## config.mk

```make
export PLATFORM = sky130hd
export DESIGN_NAME = imem_arbiter
export DESIGN_NICKNAME = d
export VERILOG_FILES = /design/src/rtl/imem_arbiter.sv
export SDC_FILE = /design/constraint.sdc
export NUM_CORES = 1
export LEC_CHECK = 0
export ABC_CLOCK_PERIOD_IN_PS = 5590
export CAP_MARGIN = 20
export CORE_MARGIN = 4
export CORE_UTILIZATION = 45
export CTS_BUF_LIST = sky130_fd_sc_hd__clkbuf_8 sky130_fd_sc_hd__clkbuf_16
export CTS_CLUSTER_SIZE = 20
export DETAILED_ROUTE_END_ITERATION = 8
export PLACE_DENSITY = 0.82
export SETUP_SLACK_MARGIN = 0.15
export SYNTH_ARGS = -nofsm -noshare
export SYNTH_HDL_FRONTEND = slang
export SYNTH_SLANG_ARGS = --single-unit
```

## constraint.sdc

```tcl
create_clock -name i_Clk -period 5.59 [get_ports i_Clk]
set_clock_uncertainty 0.1 [all_clocks]
set_input_delay 1.118 -clock i_Clk [delete_from_list [all_inputs] [get_ports i_Clk]]
set_output_delay 1.118 -clock i_Clk [all_outputs]
set_load 0.02 [all_outputs]
```

## src/rtl/imem_arbiter.sv

```systemverilog
// Two-port read arbiter in front of a single-port synchronous instruction memory.
// Round-robin between fetch and debug, with a bounded debug lock mode that still lets fetch in.
module imem_arbiter #(
  parameter int ADDR_W   = 11,
  parameter int DATA_W   = 32,
  parameter int MAX_LOCK = 8
) (
  input  logic              i_Clk,
  input  logic              i_Rst_n,
  input  logic              i_Fetch_Req,
  input  logic [ADDR_W-1:0] iv_Fetch_Addr,
  output logic              o_Fetch_Gnt,
  output logic              o_Fetch_Valid,
  output logic [DATA_W-1:0] ov_Fetch_Data,
  input  logic              i_Dbg_Req,
  input  logic              i_Dbg_Lock,
  input  logic [ADDR_W-1:0] iv_Dbg_Addr,
  output logic              o_Dbg_Gnt,
  output logic              o_Dbg_Valid,
  output logic [DATA_W-1:0] ov_Dbg_Data,
  output logic [ADDR_W-1:0] ov_Mem_Address,
  input  logic [DATA_W-1:0] iv_Mem_Data
);

  typedef enum logic {ST_RR = 1'b0, ST_LOCKED = 1'b1} state_e;

  localparam logic [7:0] MAX_CNT = 8'(MAX_LOCK);

  state_e              state_q, state_d;
  logic                last_dbg_q, last_dbg_d;
  logic [7:0]          lock_cnt_q, lock_cnt_d;
  logic                tag_vld_q, tag_vld_d;
  logic                tag_own_q, tag_own_d;
  logic [ADDR_W-1:0]   addr_q, addr_d;
  logic [DATA_W-1:0]   fetch_data_q, fetch_data_d;
  logic [DATA_W-1:0]   dbg_data_q, dbg_data_d;
  logic                fetch_gnt, dbg_gnt;
  logic                rr_fetch, rr_dbg;

  always_comb begin
    fetch_gnt  = 1'b0;
    dbg_gnt    = 1'b0;
    state_d    = state_q;
    lock_cnt_d = lock_cnt_q;
    // Round-robin choice: the pointer names the side granted most recently.
    rr_fetch   = i_Fetch_Req & (~i_Dbg_Req | last_dbg_q);
    rr_dbg     = i_Dbg_Req & (~i_Fetch_Req | ~last_dbg_q);

    if (i_Rst_n) begin
      case (state_q)
        ST_RR: begin
          fetch_gnt = rr_fetch;
          dbg_gnt   = rr_dbg;
          if (rr_dbg && i_Dbg_Lock) begin
            state_d    = ST_LOCKED;
            lock_cnt_d = 8'd1;
          end
        end
        ST_LOCKED: begin
          if (i_Dbg_Req && i_Dbg_Lock) begin
            // A full lock window yields exactly one slot to a waiting fetch.
            if (lock_cnt_q >= MAX_CNT && i_Fetch_Req) begin
              fetch_gnt  = 1'b1;
              lock_cnt_d = 8'd0;
            end else begin
              dbg_gnt    = 1'b1;
              lock_cnt_d = (lock_cnt_q >= MAX_CNT) ? MAX_CNT : lock_cnt_q + 8'd1;
            end
          end else begin
            fetch_gnt  = rr_fetch;
            dbg_gnt    = rr_dbg;
            state_d    = ST_RR;
            lock_cnt_d = 8'd0;
          end
        end
        default: begin
          state_d    = ST_RR;
          lock_cnt_d = 8'd0;
        end
      endcase
    end

    last_dbg_d = dbg_gnt ? 1'b1 : (fetch_gnt ? 1'b0 : last_dbg_q);
    tag_vld_d  = fetch_gnt | dbg_gnt;
    tag_own_d  = dbg_gnt;
    addr_d     = dbg_gnt ? iv_Dbg_Addr : (fetch_gnt ? iv_Fetch_Addr : addr_q);

    // The memory word for last cycle's grant is on iv_Mem_Data now; capture it for holding.
    o_Fetch_Valid = tag_vld_q & ~tag_own_q;
    o_Dbg_Valid   = tag_vld_q & tag_own_q;
    ov_Fetch_Data = o_Fetch_Valid ? iv_Mem_Data : fetch_data_q;
    ov_Dbg_Data   = o_Dbg_Valid ? iv_Mem_Data : dbg_data_q;
    fetch_data_d  = ov_Fetch_Data;
    dbg_data_d    = ov_Dbg_Data;
  end

  assign o_Fetch_Gnt    = fetch_gnt;
  assign o_Dbg_Gnt      = dbg_gnt;
  assign ov_Mem_Address = addr_d;

  always_ff @(posedge i_Clk or negedge i_Rst_n) begin
    if (!i_Rst_n) begin
      state_q      <= ST_RR;
      last_dbg_q   <= 1'b1;
      lock_cnt_q   <= 8'd0;
      tag_vld_q    <= 1'b0;
      tag_own_q    <= 1'b0;
      addr_q       <= '0;
      fetch_data_q <= '0;
      dbg_data_q   <= '0;
    end else begin
      state_q      <= state_d;
      last_dbg_q   <= last_dbg_d;
      lock_cnt_q   <= lock_cnt_d;
      tag_vld_q    <= tag_vld_d;
      tag_own_q    <= tag_own_d;
      addr_q       <= addr_d;
      fetch_data_q <= fetch_data_d;
      dbg_data_q   <= dbg_data_d;
    end
  end

endmodule
```

==> impl_metrics.ini, run 1 <==
[run_status]
status = completed

[global_routing]
grt_usage_pct = 19.4
antenna_found_initial = 0
first_global_vias = 2879
grt_max_degree = 87
grt.overflow.total = 0
grt_pass1_wl_um = 14700

[floorplan]
die_y_um = 97.1
design.die.area_um2 = 9430
fp-row-count = 32
die_w_um = 97.1
initial_core_util_pct = 46.2
num_io_pins = 138
core_um2 = 7730

[job]
drv_cap = 0

[timing]
whs_ns = 0.383
tns_ns = 0
final-setup-viol-count = 0
slew_headroom_pct = 41.0
drv_slew = 0
hold_viol = 0
min_period_over_period_pct = 84.7
worstMarginPinSlew_ns = 0.885
setup_ws_ns = 0.854
rsz0062_at_grt = no
fmax_ghz = 0.211
finalCriticalPeriod_ns = 4.74

[synthesis]
syn_nets = 333
synth.distinct_cells = 37
ys.flop_type = dfrtp_1
synthTopCellsByArea = dfrtp_1 60%, mux2_2 20%, o21ai_0 2.0%, a31oi_1 1.9%, nand3_1 1.8%
avgSynthCellArea_um2 = 13.1
seq_area_frac_synth_pct = 61.0
synthArstFlopShare_pct = 100
synth-seq-cells = 87
ys_warn_count = 0
synth_area_um2 = 3570
yosysTopAreaCell = dfrtp_1
syn_inst = 272
synth_edf_count = 0
synth.top_cell.area_share_pct = 60.2

[placement]
io_buffer_count = 137
dp_slack_ns = 0.864
gp_congestion = 0.794
dp_hpwl_um = 6420

[cts]
max-clock-path-buffers = 2
cts_root_buffer = clkbuf_8
cts_post_setup_buffers_inserted = 0
cts_tree = done
cts_sinks = 87
cts_max_level = 3
cts_resized = 0
cts_buffers = 9
holdBufCountCts = 0
path_clk_slew_ns = 0.08
clk_latency_ns = 0.34

[final_layout]
fin_util_pct = 67.7
nets = 469
antenna_cells = 0
drive_above_1_share_pct = 22.3
layout_commonest_cell = clkdlybuf4s50_1
layout_common_cells = 136 x clkdlybuf4s50_1, 86 x dfrtp_1, 64 x mux2_2
synthToLayoutAreaGrowth_pct = 46.4

[routing]
drtAntennaViolNets = 0
drt-pass1-iter-count = 4
wl_per_cell_um = 17.1
routed_via_density = 5.24
wirelength_um = 8820
drc_errors = 0
detail_route.iter0.violations = 67
vias = 2699

[power_and_ir_drop]
power_density_nw_per_um2 = 367
total_leakage_power_nw = 2.18
irDropWorstVdd_mv = 0.204

[critical_path]
crit_path_end_kind = output port
cp_max_fo = 13
path_class = in2out
cp.required_ns = 4.37
worst_setup_path_start_kind = input port
cp.arrival_ns = 3.52

[min_path]
min_path_type = reg2reg
-- final timing paths --
kind	from	endpoint	slack, ns	cells after the start
worst max-delay path	i_Dbg_Req	ov_Mem_Address[4]	0.85	6
worst min-delay path	lock_cnt_q[6]	lock_cnt_q[6]	0.38	1
worst max register to register	lock_cnt_q[4]	addr_q[4]	3.44	4
worst min register to register	lock_cnt_q[6]	lock_cnt_q[6]	0.38	1
max in group asynchronous	i_Rst_n	dbg_data_q[22]	3.98	3
min in group asynchronous	i_Rst_n	addr_q[1]	0.51	1
-- stage by stage --
step	cell area (um2)	total power [mW]	cells
2_1_floorplan	3570	1.18	272
3_3_place_gp	5030	1.52	498
3_5_place_dp	5030	1.54	498
4_1_cts	5200	1.94	514
5_1_grt	5230	2.02	515
6_report	5230	1.92	515
-- Yosys cell counts (2+ instances only) --
| cell type | number |
|---|---|
| a41oi_1 | 2 |
| o21ai_0 | 14 |
| a31o_2 | 2 |
| nand3_1 | 13 |
| dfrtp_1 | 86 |
| nand2b_1 | 2 |
| ha_1 | 2 |
| inv_1 | 6 |
| clkbuf_1 | 12 |
| a41o_1 | 2 |
| mux2_2 | 64 |
| a21oi_1 | 3 |
| nand2_1 | 9 |
| nor2_1 | 5 |
| buf_1 | 3 |
| a31oi_1 | 11 |
| and2_1 | 5 |
| nor3_1 | 11 |
| buf_2 | 2 |
-- cell type report --
| cell class | instances | area [um2] |
|---|---|---|
| Inverter | 7 | 26.3 |
| Timing Repair Buffer | 143 | 1430 |
| Tap cell | 102 | 128 |
| Clock inverter | 7 | 47.5 |
| Sequential cell | 87 | 2180 |
| Fill cell | 548 | 2500 |
| Clock buffer | 9 | 124 |
| Multi-Input combinational cell | 160 | 1290 |
-- critical path, cell delays in order --
cell and delay, ns:
clkdlybuf4s50_1 0.64, nand3_1 0.19, o311a_1 0.38, or2_4 0.30, a31oi_1 0.23, clkdlybuf4s50_1 0.65
-- flip-flops by register name, summed over array words and instances, names as in the netlist --
signal / flops
addr_q: 11
fetch_data_q: 32
lock_cnt_q: 8
state_q: 1
tag_own_q: 1
dbg_data_q: 32
tag_vld_q: 1
last_dbg_q: 1
-- layer usage --
layer	share of wire (%)	track usage (%)	wire, um
met1	42	25.0	3720
met2	49	31.9	4280
met3	7.8	5.03	691
met4	1.5	6.37	130
met5	0	0	0
-- logic make-up after synthesis --
kind of cell               count (synthesis)  share of synthesized area [%]
DFF                                       87                           61.0
buffers and inverters                     25                           2.91
adders and majority gates                  2                          0.700
muxes                                     64                           20.2
and+or+nand+nor                           51                           7.29
AOI/OAI and AO/OA                         43                           7.95
-- power by group --
part / switching [mW] / internal [mW]
logic: 0.365 / 0.366
registers: 0.0365 / 0.759
clock network: 0.227 / 0.163
No activity file was read; power rests on OpenSTA's default activity.
==> run 2: changes to the inputs <==
--- a/config.mk
+++ b/config.mk
@@ -5,14 +5,14 @@
 export SDC_FILE = /design/constraint.sdc
 export NUM_CORES = 1
 export LEC_CHECK = 0
-export ABC_CLOCK_PERIOD_IN_PS = 5590
+export ABC_CLOCK_PERIOD_IN_PS = 4000
 export CAP_MARGIN = 20
 export CORE_MARGIN = 4
-export CORE_UTILIZATION = 45
+export CORE_UTILIZATION = 39
 export CTS_BUF_LIST = sky130_fd_sc_hd__clkbuf_8 sky130_fd_sc_hd__clkbuf_16
 export CTS_CLUSTER_SIZE = 20
 export DETAILED_ROUTE_END_ITERATION = 8
-export PLACE_DENSITY = 0.82
+export PLACE_DENSITY = 0.75
 export SETUP_SLACK_MARGIN = 0.15
 export SYNTH_ARGS = -nofsm -noshare
 export SYNTH_HDL_FRONTEND = slang
==> constraint.sdc (replaced) <==
create_clock -name i_Clk -period 4 [get_ports i_Clk]
set_clock_uncertainty 0.1 [all_clocks]
set_input_delay 0.8 -clock i_Clk [delete_from_list [all_inputs] [get_ports i_Clk]]
set_output_delay 0.8 -clock i_Clk [all_outputs]
set_load 0.02 [all_outputs]
==> run 2 against run 1 <==
First-iteration DRC count is 22% higher. Utilization is 7.5 points lower. Global-route usage is 2.8 points lower. Flip-flop and latch count stayed put.
==> impl_metrics.ini, run 2 (synthesis gave the netlist of run 1 again) <==
[run_status]
status = completed

[critical_path]
cp.required_ns = 3.10
crit_path_end_kind = output port
critPathLaunch = i_Dbg_Req
cp.arrival_ns = 2.80
cp_max_fo = 13
path_class = in2out
worst_setup_path_start_kind = input port
r2r_start = lock_cnt_q[4]

[routing]
drc_errors = 0
wirelength_um = 8860
drtAntennaViolNets = 0
drt-pass1-iter-count = 4
routed_via_density = 5.15
vias = 2696
detail_route.iter0.violations = 82
wl_per_cell_um = 16.9

[cts]
cts_root_buffer = clkbuf_8
cts_buffers = 9
cts_max_level = 3
holdBufCountCts = 0
cts_tree = done
path_clk_slew_ns = 0.09
max-clock-path-buffers = 2
cts_sinks = 87
clk_latency_ns = 0.34

[job]
drv_cap = 0

[final_layout]
final_cells = 523
layout_commonest_cell = clkdlybuf4s50_1
synthToLayoutAreaGrowth_pct = 48.3
nets = 472
antenna_cells = 0
layout_common_cells = 125 x clkdlybuf4s50_1, 86 x dfrtp_1, 64 x mux2_2
drive_above_1_share_pct = 23.1
reg_top3 = dbg_data_q: 32 flops, fetch_data_q: 32 flops, addr_q: 11 flops

[global_routing]
grt.overflow.total = 0
antenna_found_initial = 0
first_global_vias = 2860
grt_max_degree = 53
grt_pass1_wl_um = 14500
grt_usage_pct = 16.6

[placement]
gp_congestion = 0.778
io_buffer_count = 137
dp_cells = 508
dp_hpwl_um = 6340

[power_and_ir_drop]
total_leakage_power_nw = 2.26
power_density_nw_per_um2 = 525
irDropWorstVdd_mv = 0.261

[timing]
final-setup-viol-count = 0
finalCriticalPeriod_ns = 3.70
worstMarginPinSlew_ns = 0.891
fmax_ghz = 0.270
slew_headroom_pct = 40.6
rsz0062_at_grt = no
hold_viol = 0
tns_ns = 0
whs_ns = 0.300
min_period_over_period_pct = 92.6
drv_slew = 0

[floorplan]
num_io_pins = 138
fp-row-count = 34
die_w_um = 104
initial_core_util_pct = 40.6
design.die.area_um2 = 10800
die_y_um = 104
core_um2 = 8810

[min_path]
min_path_type = in2async
-- run 2: final cells by class --
class / instances / area [um2]
fill: 716 / 3510
sequential: 87 / 2180
timing repair buffer: 146 / 1450
multi-input combinational: 160 / 1290
tap: 108 / 135
clock buffer: 9 / 124
clock inverter: 6 / 93.8
inverter: 7 / 26.3
-- run 2: repair_timing --
item | in CTS | in global routing
setup endpoints to repair | 8 | 6
buffers inserted | 0 | 0
gates resized for setup | 6 | 6
-- run 2: stage by stage --
| stage | utilization [%] | total power, mW | worst slack, ns | cell area (um2) |
|---|---|---|---|---|
| after detailed placement | 57.6 | 2.16 | 0.122 | 5070 |
| after CTS | 60.0 | 2.83 | 0.142 | 5280 |
| final | 60.1 | 2.78 | 0.295 | 5300 |
| after floorplan | - | 1.65 | 0.771 | 3570 |
| after global routing | 60.1 | 2.93 | 0.216 | 5300 |
| after global placement | 57.6 | 2.13 | 0.162 | 5070 |
-- run 2: per-layer routing --
| layer | wire length, um | global-route usage, % | part of all wire, % | vias up |
|---|---|---|---|---|
| met5 | 0 | 0 | 0 | - |
| met4 | 65 | 5.13 | 0.73 | 0 |
| met3 | 680 | 5.53 | 7.7 | 6 |
| met2 | 4310 | 28.2 | 49 | 105 |
| met1 | 3800 | 20.0 | 43 | 1335 |
| li1 | - | - | - | 1250 |
-- run 2: final timing paths --
path	endpoint	slack (ns)	cells after the start
max in group asynchronous	dbg_data_q[15]	2.90	2
hold / removal	last_dbg_q	0.30	1
hold reg to reg	lock_cnt_q[7]	0.39	1
min in group i_Clk	lock_cnt_q[7]	0.39	1
setup reg to reg	addr_q[4]	1.91	4
setup / recovery	o_Dbg_Gnt	0.30	6
-- run 2: power by group --
part	internal, mW	switching (mW)
clock	0.354	0.310
sequential	1.06	0.0504
combinational	0.500	0.508
-- run 2: worst max-delay path: stages --
cell and delay, ns:
clkdlybuf4s50_1 0.48, nand3_1 0.15, o311a_1 0.38, or2_4 0.31, inv_2 0.08, clkdlybuf4s50_1 0.61
